[src/rtl/window_pattern_gen.sv]
// Parametrised raster generator with a clipped sub-window DE and multi-channel test pattern.
// Optional macro WINDOW_BORDER_EN forces all-ones on the window's outer pixel ring.
module window_pattern_gen #(
    parameter int unsigned DSIZE    = 8,
    parameter int unsigned CHANNELS = 3,
    parameter int unsigned HTOTAL   = 2200,
    parameter int unsigned HSYNC    = 44,
    parameter int unsigned HBP      = 148,
    parameter int unsigned HACTIVE  = 1920,
    parameter int unsigned VTOTAL   = 1125,
    parameter int unsigned VSYNC    = 5,
    parameter int unsigned VBP      = 36,
    parameter int unsigned VACTIVE  = 1080
) (
    input  logic                      pclk,
    input  logic                      prst_n,
    input  logic                      enable,
    input  logic [1:0]                mode,
    input  logic [11:0]               top,
    input  logic [11:0]               left,
    input  logic [11:0]               width,
    input  logic [11:0]               height,
    output logic                      vs,
    output logic                      hs,
    output logic                      de_frame,
    output logic                      de,
    output logic [DSIZE*CHANNELS-1:0] data,
    output logic                      frame_start,
    output logic [15:0]               hactive,
    output logic [15:0]               vactive
);

    localparam int unsigned CW     = 16;
    localparam int unsigned DW     = DSIZE * CHANNELS;
    localparam int unsigned HSTART = HSYNC + HBP;
    localparam int unsigned VSTART = VSYNC + VBP;

    logic [CW-1:0] r_hcnt, r_vcnt;
    logic [7:0]    r_frame_cnt;
    logic [CW-1:0] r_left, r_top, r_wclip, r_hclip;
    logic [1:0]    r_mode;

    logic          r_vs, r_hs, r_de_frame, r_de, r_frame_start;
    logic [DW-1:0] r_data;
    logic [15:0]   r_hactive, r_vactive;

    logic          w_origin;
    logic [CW-1:0] w_wroom, w_hroom, w_wclip_new, w_hclip_new;
    logic [CW-1:0] w_x, w_y, w_wx, w_wy;
    logic          w_de_frame, w_de, w_border;
    logic [DSIZE-1:0] w_chan;
    logic [DW-1:0] w_data;

    assign w_origin = (r_hcnt == '0) && (r_vcnt == '0);

    // Window clip from the live config; only consumed on the frame-origin cycle.
    always_comb begin
        w_wclip_new = '0;
        w_hclip_new = '0;
        w_wroom     = CW'(HACTIVE) - CW'(left);
        w_hroom     = CW'(VACTIVE) - CW'(top);
        if (!((CW'(left) >= CW'(HACTIVE)) || (CW'(top) >= CW'(VACTIVE)) ||
              (width == '0) || (height == '0))) begin
            w_wclip_new = (CW'(width) < w_wroom) ? CW'(width) : w_wroom;
            w_hclip_new = (CW'(height) < w_hroom) ? CW'(height) : w_hroom;
        end
    end

    // Raster decode; positions left of / above an origin wrap to large values and fail the range tests.
    always_comb begin
        w_x        = r_hcnt - CW'(HSTART);
        w_y        = r_vcnt - CW'(VSTART);
        w_wx       = w_x - r_left;
        w_wy       = w_y - r_top;
        w_de_frame = (w_x < CW'(HACTIVE)) && (w_y < CW'(VACTIVE));
        w_de       = w_de_frame && (w_wx < r_wclip) && (w_wy < r_hclip);
        w_border   = (w_wx == '0) || (w_wx == r_wclip - CW'(1)) ||
                     (w_wy == '0) || (w_wy == r_hclip - CW'(1));
    end

    always_comb begin
        w_data = '0;
        w_chan = '0;
        for (int c = 0; c < int'(CHANNELS); c++) begin
            case (r_mode)
                2'd0:    w_chan = DSIZE'(w_wx);
                2'd1:    w_chan = DSIZE'(w_wy);
                2'd2:    w_chan = {DSIZE{w_wx[4] ^ w_wy[4]}};
                default: w_chan = DSIZE'(w_wx + CW'(r_frame_cnt) + CW'(16 * c));
            endcase
`ifdef WINDOW_BORDER_EN
            if (w_border) begin
                w_chan = '1;
            end
`endif
            w_data[c*DSIZE +: DSIZE] = w_chan;
        end
    end

    always_ff @(posedge pclk) begin
        if (!prst_n) begin
            r_hcnt        <= '0;
            r_vcnt        <= '0;
            r_frame_cnt   <= '0;
            r_left        <= '0;
            r_top         <= '0;
            r_wclip       <= '0;
            r_hclip       <= '0;
            r_mode        <= '0;
            r_vs          <= 1'b0;
            r_hs          <= 1'b0;
            r_de_frame    <= 1'b0;
            r_de          <= 1'b0;
            r_frame_start <= 1'b0;
            r_data        <= '0;
            r_hactive     <= '0;
            r_vactive     <= '0;
        end else if (!enable) begin
            r_hcnt        <= '0;
            r_vcnt        <= '0;
            r_vs          <= 1'b0;
            r_hs          <= 1'b0;
            r_de_frame    <= 1'b0;
            r_de          <= 1'b0;
            r_frame_start <= 1'b0;
            r_data        <= '0;
            r_hactive     <= '0;
            r_vactive     <= '0;
        end else begin
            if (r_hcnt == CW'(HTOTAL - 1)) begin
                r_hcnt <= '0;
                r_vcnt <= (r_vcnt == CW'(VTOTAL - 1)) ? '0 : r_vcnt + CW'(1);
            end else begin
                r_hcnt <= r_hcnt + CW'(1);
            end
            if (w_origin) begin
                r_frame_cnt <= r_frame_cnt + 8'd1;
                r_left      <= CW'(left);
                r_top       <= CW'(top);
                r_mode      <= mode;
                r_wclip     <= w_wclip_new;
                r_hclip     <= w_hclip_new;
            end
            r_vs          <= r_vcnt < CW'(VSYNC);
            r_hs          <= r_hcnt < CW'(HSYNC);
            r_de_frame    <= w_de_frame;
            r_de          <= w_de;
            r_frame_start <= w_origin;
            r_data        <= w_de ? w_data : '0;
            r_hactive     <= w_origin ? w_wclip_new : r_wclip;
            r_vactive     <= w_origin ? w_hclip_new : r_hclip;
        end
    end

    assign vs          = r_vs;
    assign hs          = r_hs;
    assign de_frame    = r_de_frame;
    assign de          = r_de;
    assign data        = r_data;
    assign frame_start = r_frame_start;
    assign hactive     = r_hactive;
    assign vactive     = r_vactive;

endmodule
[config.mk]
export PLATFORM = sky130hd
export DESIGN_NAME = window_pattern_gen
export DESIGN_NICKNAME = d
export VERILOG_FILES = /design/src/rtl/window_pattern_gen.sv
export SDC_FILE = /design/constraint.sdc
export NUM_CORES = 1
export LEC_CHECK = 0
export ABC_AREA = 1
export CAP_MARGIN = 20
export CORE_ASPECT_RATIO = 0.75
export CORE_UTILIZATION = 40
export CTS_CLUSTER_SIZE = 25
export DETAILED_ROUTE_END_ITERATION = 8
export PLACE_DENSITY_LB_ADDON = 0.25
export SYNTH_ARGS = -nofsm -noshare
export SYNTH_HDL_FRONTEND = slang
export SYNTH_SLANG_ARGS = --single-unit
[constraint.sdc]
create_clock -name pclk -period 4.6 [get_ports pclk]
set_clock_uncertainty 0.05 [all_clocks]
set_input_delay 0.46 -clock pclk [delete_from_list [all_inputs] [get_ports pclk]]
set_output_delay 0.46 -clock pclk [all_outputs]
set_load 0.01 [all_outputs]
==> flow_summary.json <==
{
  "cp-start-kind": "register",
  "cts-root-buf": "clkbuf_16",
  "max_freq_ghz": 0.240,
  "chipHeight_um": 144,
  "swShare_pct": 30.0,
  "powerDensity_nw_per_um2": 285,
  "ys_types": 54,
  "antenna_cells": 0,
  "dieArea_um2": 27400,
  "synthXorXnorAreaFrac_pct": 4.74,
  "worstPathRequired_ns": 4.87,
  "synthAdderAreaFrac_pct": 11.8,
  "vdd_ir_drop_max_mv": 0.259,
  "drtIter0Drc": 712,
  "vias_per_cell": 5.14,
  "core_um2": 26100,
  "yosys_most_used_dff": "dfxtp_1",
  "cap_violations": 0,
  "grt_pass1_vias": 9602,
  "synth_nets": 1712,
  "crit_path_max_fanout": 16,
  "pwr-share-clk_pct": 42.3,
  "synthCells": 1560,
  "endpoint_kind": "register",
  "numCtsBuffers": 17,
  "hold_buffers": 0,
  "hold_violations": 0,
  "port_buffers": 113,
  "synth_compound_area_share_pct": 9.87,
  "final_util_pct": 48.7,
  "clock-sinks": 150,
  "dr_total_vias": 10400,
  "synth_seq_area_share_pct": 28.1,
  "critical_path_class": "register to register",
  "clock_latency_ns": 0.44,
  "io-pin-count": 114,
  "rows": 51,
  "fin_setup_tns_ns": 0,
  "avgSynthCellArea_um2": 6.86,
  "initial_core_util_pct": 41.0,
  "ant_nets": 0,
  "htree_levels": 4,
  "n_fill_cell": 2660,
  "synth-simple-area-share_pct": 34.3,
  "antenna_found_initial": 0,
  "grt_first_pass_wirelength_um": 49500,
  "layout.nets": 1811,
  "drive_gt1_share_pct": 8.14,
  "hold_class": "register to register",
  "drc_errors": 0,
  "cts.clk_slew.worst_paths_ns": 0.07,
  "gp_congestion": 0.947,
  "setup_viol": 0,
  "ys_seq_elements": 150,
  "die_w_um": 191,
  "tritoncts": "done",
  "synth_edf_count": 0,
  "yosysWarningCount": 0,
  "dpl.hpwl_um": 24700,
  "grt_max_degree": 40,
  "drt_wl_total_um": 30800,
  "p_sw_mw": 1.09,
  "finalCriticalPeriod_ns": 4.17,
  "intPower_mw": 2.53,
  "clockBufferDepth": 2,
  "synthMuxAreaShare_pct": 0,
  "maxSlewViolCount": 0,
  "rsz0062_at_grt": "false",
  "critPathMostFrequentCell": "nand2_1",
  "p_total_mw": 3.62,
  "grt_usage_pct": 23.2,
  "first_pass_iters": 5,
  "status": "finished clean",
  "synth_top_family_by_area": "simple AND/OR/NAND/NOR gates",
  "syn_area_um2": 10700,
  "seq_power_share_pct": 37.1,
  "critPathSlowestCell": "dfxtp_1",
  "globalRouteOverflowTotal": 0,
  "multi_input_area_um2": 6490,
  "syn2layout_area_growth_pct": 18.9,
  "period_share_pct": 90.7,
  "worst_ep_arrival_time_ns": 4.44,
  "worst_slew_pin_slew_ns": 0.699,
  "slowest_delay_ns": 0.40,
  "p_comb_share_pct": 20.6,
  "wl_per_cell_um": 15.3,
  "p_leak_nw": 6.00,
  "layout.area.seq_um2": 3000,
  "relSlewSlack_pct": 53.1,
  "synthArstFlopShare_pct": 0
}
[power by group through the flow]
| stage | Sequential (mW) | Combinational [mW] | Clock [mW] |
|---|---|---|---|
| 6_report | 1.34 | 0.744 | 1.53 |
| 5_1_grt | 1.35 | 0.837 | 1.62 |
| 4_1_cts | 1.34 | 0.736 | 1.57 |
| 3_5_place_dp | 1.37 | 0.730 | 0 |
| 3_3_place_gp | 1.37 | 0.718 | 0 |
| 2_1_floorplan | 1.37 | 0.497 | 0 |
[cells in the mapped netlist, drive strengths merged (4+ instances only)]
| library cell | count | area [um^2] |
|---|---|---|
| xnor2 | 7 | 61.3 |
| nor2 | 117 | 578 |
| dfxtp | 150 | 3000 |
| nor3b | 6 | 45.0 |
| a31oi | 6 | 37.5 |
| o21a | 4 | 30.0 |
| nand3b | 10 | 75.1 |
| buf | 24 | 190 |
| clkbuf | 19 | 72.6 |
| nor3 | 39 | 221 |
| nand4 | 26 | 220 |
| inv | 246 | 928 |
| o21ai | 63 | 319 |
| nand2 | 407 | 1570 |
| and2 | 4 | 25.0 |
| nand3 | 144 | 843 |
| a21oi | 104 | 532 |
| a211oi | 4 | 30.0 |
| xor2 | 50 | 445 |
| ha | 96 | 1200 |
| o22ai | 4 | 25.0 |
| nor4 | 11 | 68.8 |
[area by class of cell]
cell class	count	area share [%]
sequential	150	23.6
multi-input combinational	1118	51.0
clock buffer	18	3.45
tap	344	3.38
inverter	249	7.40
timing repair buffer	123	9.58
clock inverter	13	1.53
[stage by stage]
stage	setup slack, ns	area [um^2]	hold slack, ns	cells
3_3_place_gp	0.389	12100	0.393	1983
5_1_grt	0.0503	12700	0.441	2015
4_1_cts	0.195	12700	0.409	2014
3_5_place_dp	0.234	12100	0.399	1983
2_1_floorplan	0.849	10700	0.383	1560
6_report	0.426	12700	0.406	2015
[worst paths after layout]
check	slack (ns)	startpoint	depth (start not counted)	to
setup reg to reg	0.43	r_vcnt[0]	26	data[15]
hold / removal	0.41	r_hclip[12]	2	r_hclip[12]
setup / recovery	0.43	r_vcnt[0]	26	data[15]
hold reg to reg	0.41	r_hclip[12]	2	r_hclip[12]
[worst max-delay path, delay by kind of cell (launching register included)]
| kind | cells | cell delay, ns |
|---|---|---|
| AOI/OAI and AO/OA | 5 | 0.94 |
| buffers and inverters | 3 | 0.37 |
| adders and majority gates | 3 | 0.92 |
| and+or+nand+nor | 14 | 1.20 |
| DFF | 1 | 0.40 |
| xor gates and xnor gates | 1 | 0.15 |
[cells by family (layout without fill, tap and decap cells)]
| family | count (synthesis) | in the layout |
|---|---|---|
| buf+inv | 292 | 403 |
| flops | 150 | 150 |
| xor+xnor | 57 | 57 |
| simple gates | 767 | 767 |
| compound gates | 195 | 195 |
| fa+ha+maj | 99 | 99 |
[sequential cells by signal, summed over array words and instances, names as in the netlist]
name and flops:
r_wclip 16, r_hclip 16, de_frame 1, r_frame_cnt 8, vactive 16, frame_start 1, hs 1, r_mode 2
r_vcnt 16, r_top 12, de 1, vs 1, r_hcnt 16, hactive 16, data 15, r_left 12
[metal layers]
layer	vias up	track usage [%]	share of wire, %
met5	-	0	0
met4	0	4.88	1.1
met3	27	5.08	7.0
met2	330	36.0	43
met1	4772	32.7	48
li1	5232	-	-
[cell usage in the layout, fill, tap and decap left out, types with 4 or more instances in the layout]
cell and instances:
a211oi_1 4, a21oi_1 103, a31oi_1 6, and2_1 4
buf_4 9, bufinv_16 4, clkbuf_16 17, clkdlybuf4s50_1 113
dfxtp_1 149, ha_1 96, inv_1 229, inv_2 15
inv_6 4, nand2_1 394, nand2_2 11, nand3_1 121
nand3_2 22, nand3b_1 10, nand4_1 21, nor2_1 92
nor2_2 15, nor2_4 7, nor3_1 35, nor3b_1 6
nor4_1 11, o21a_1 4, o21ai_0 58, o21ai_1 4
o22ai_1 4, xnor2_1 7, xor2_1 49
[repair_timing]
action / 4_1_cts / 5_1_grt
resized for setup: 0 / 2
buffers inserted: 0 / 1
hold endpoints to repair: 0 / 0
endpoints found under the setup margin: 0 / 16
(Power assumes the default switching activity.)
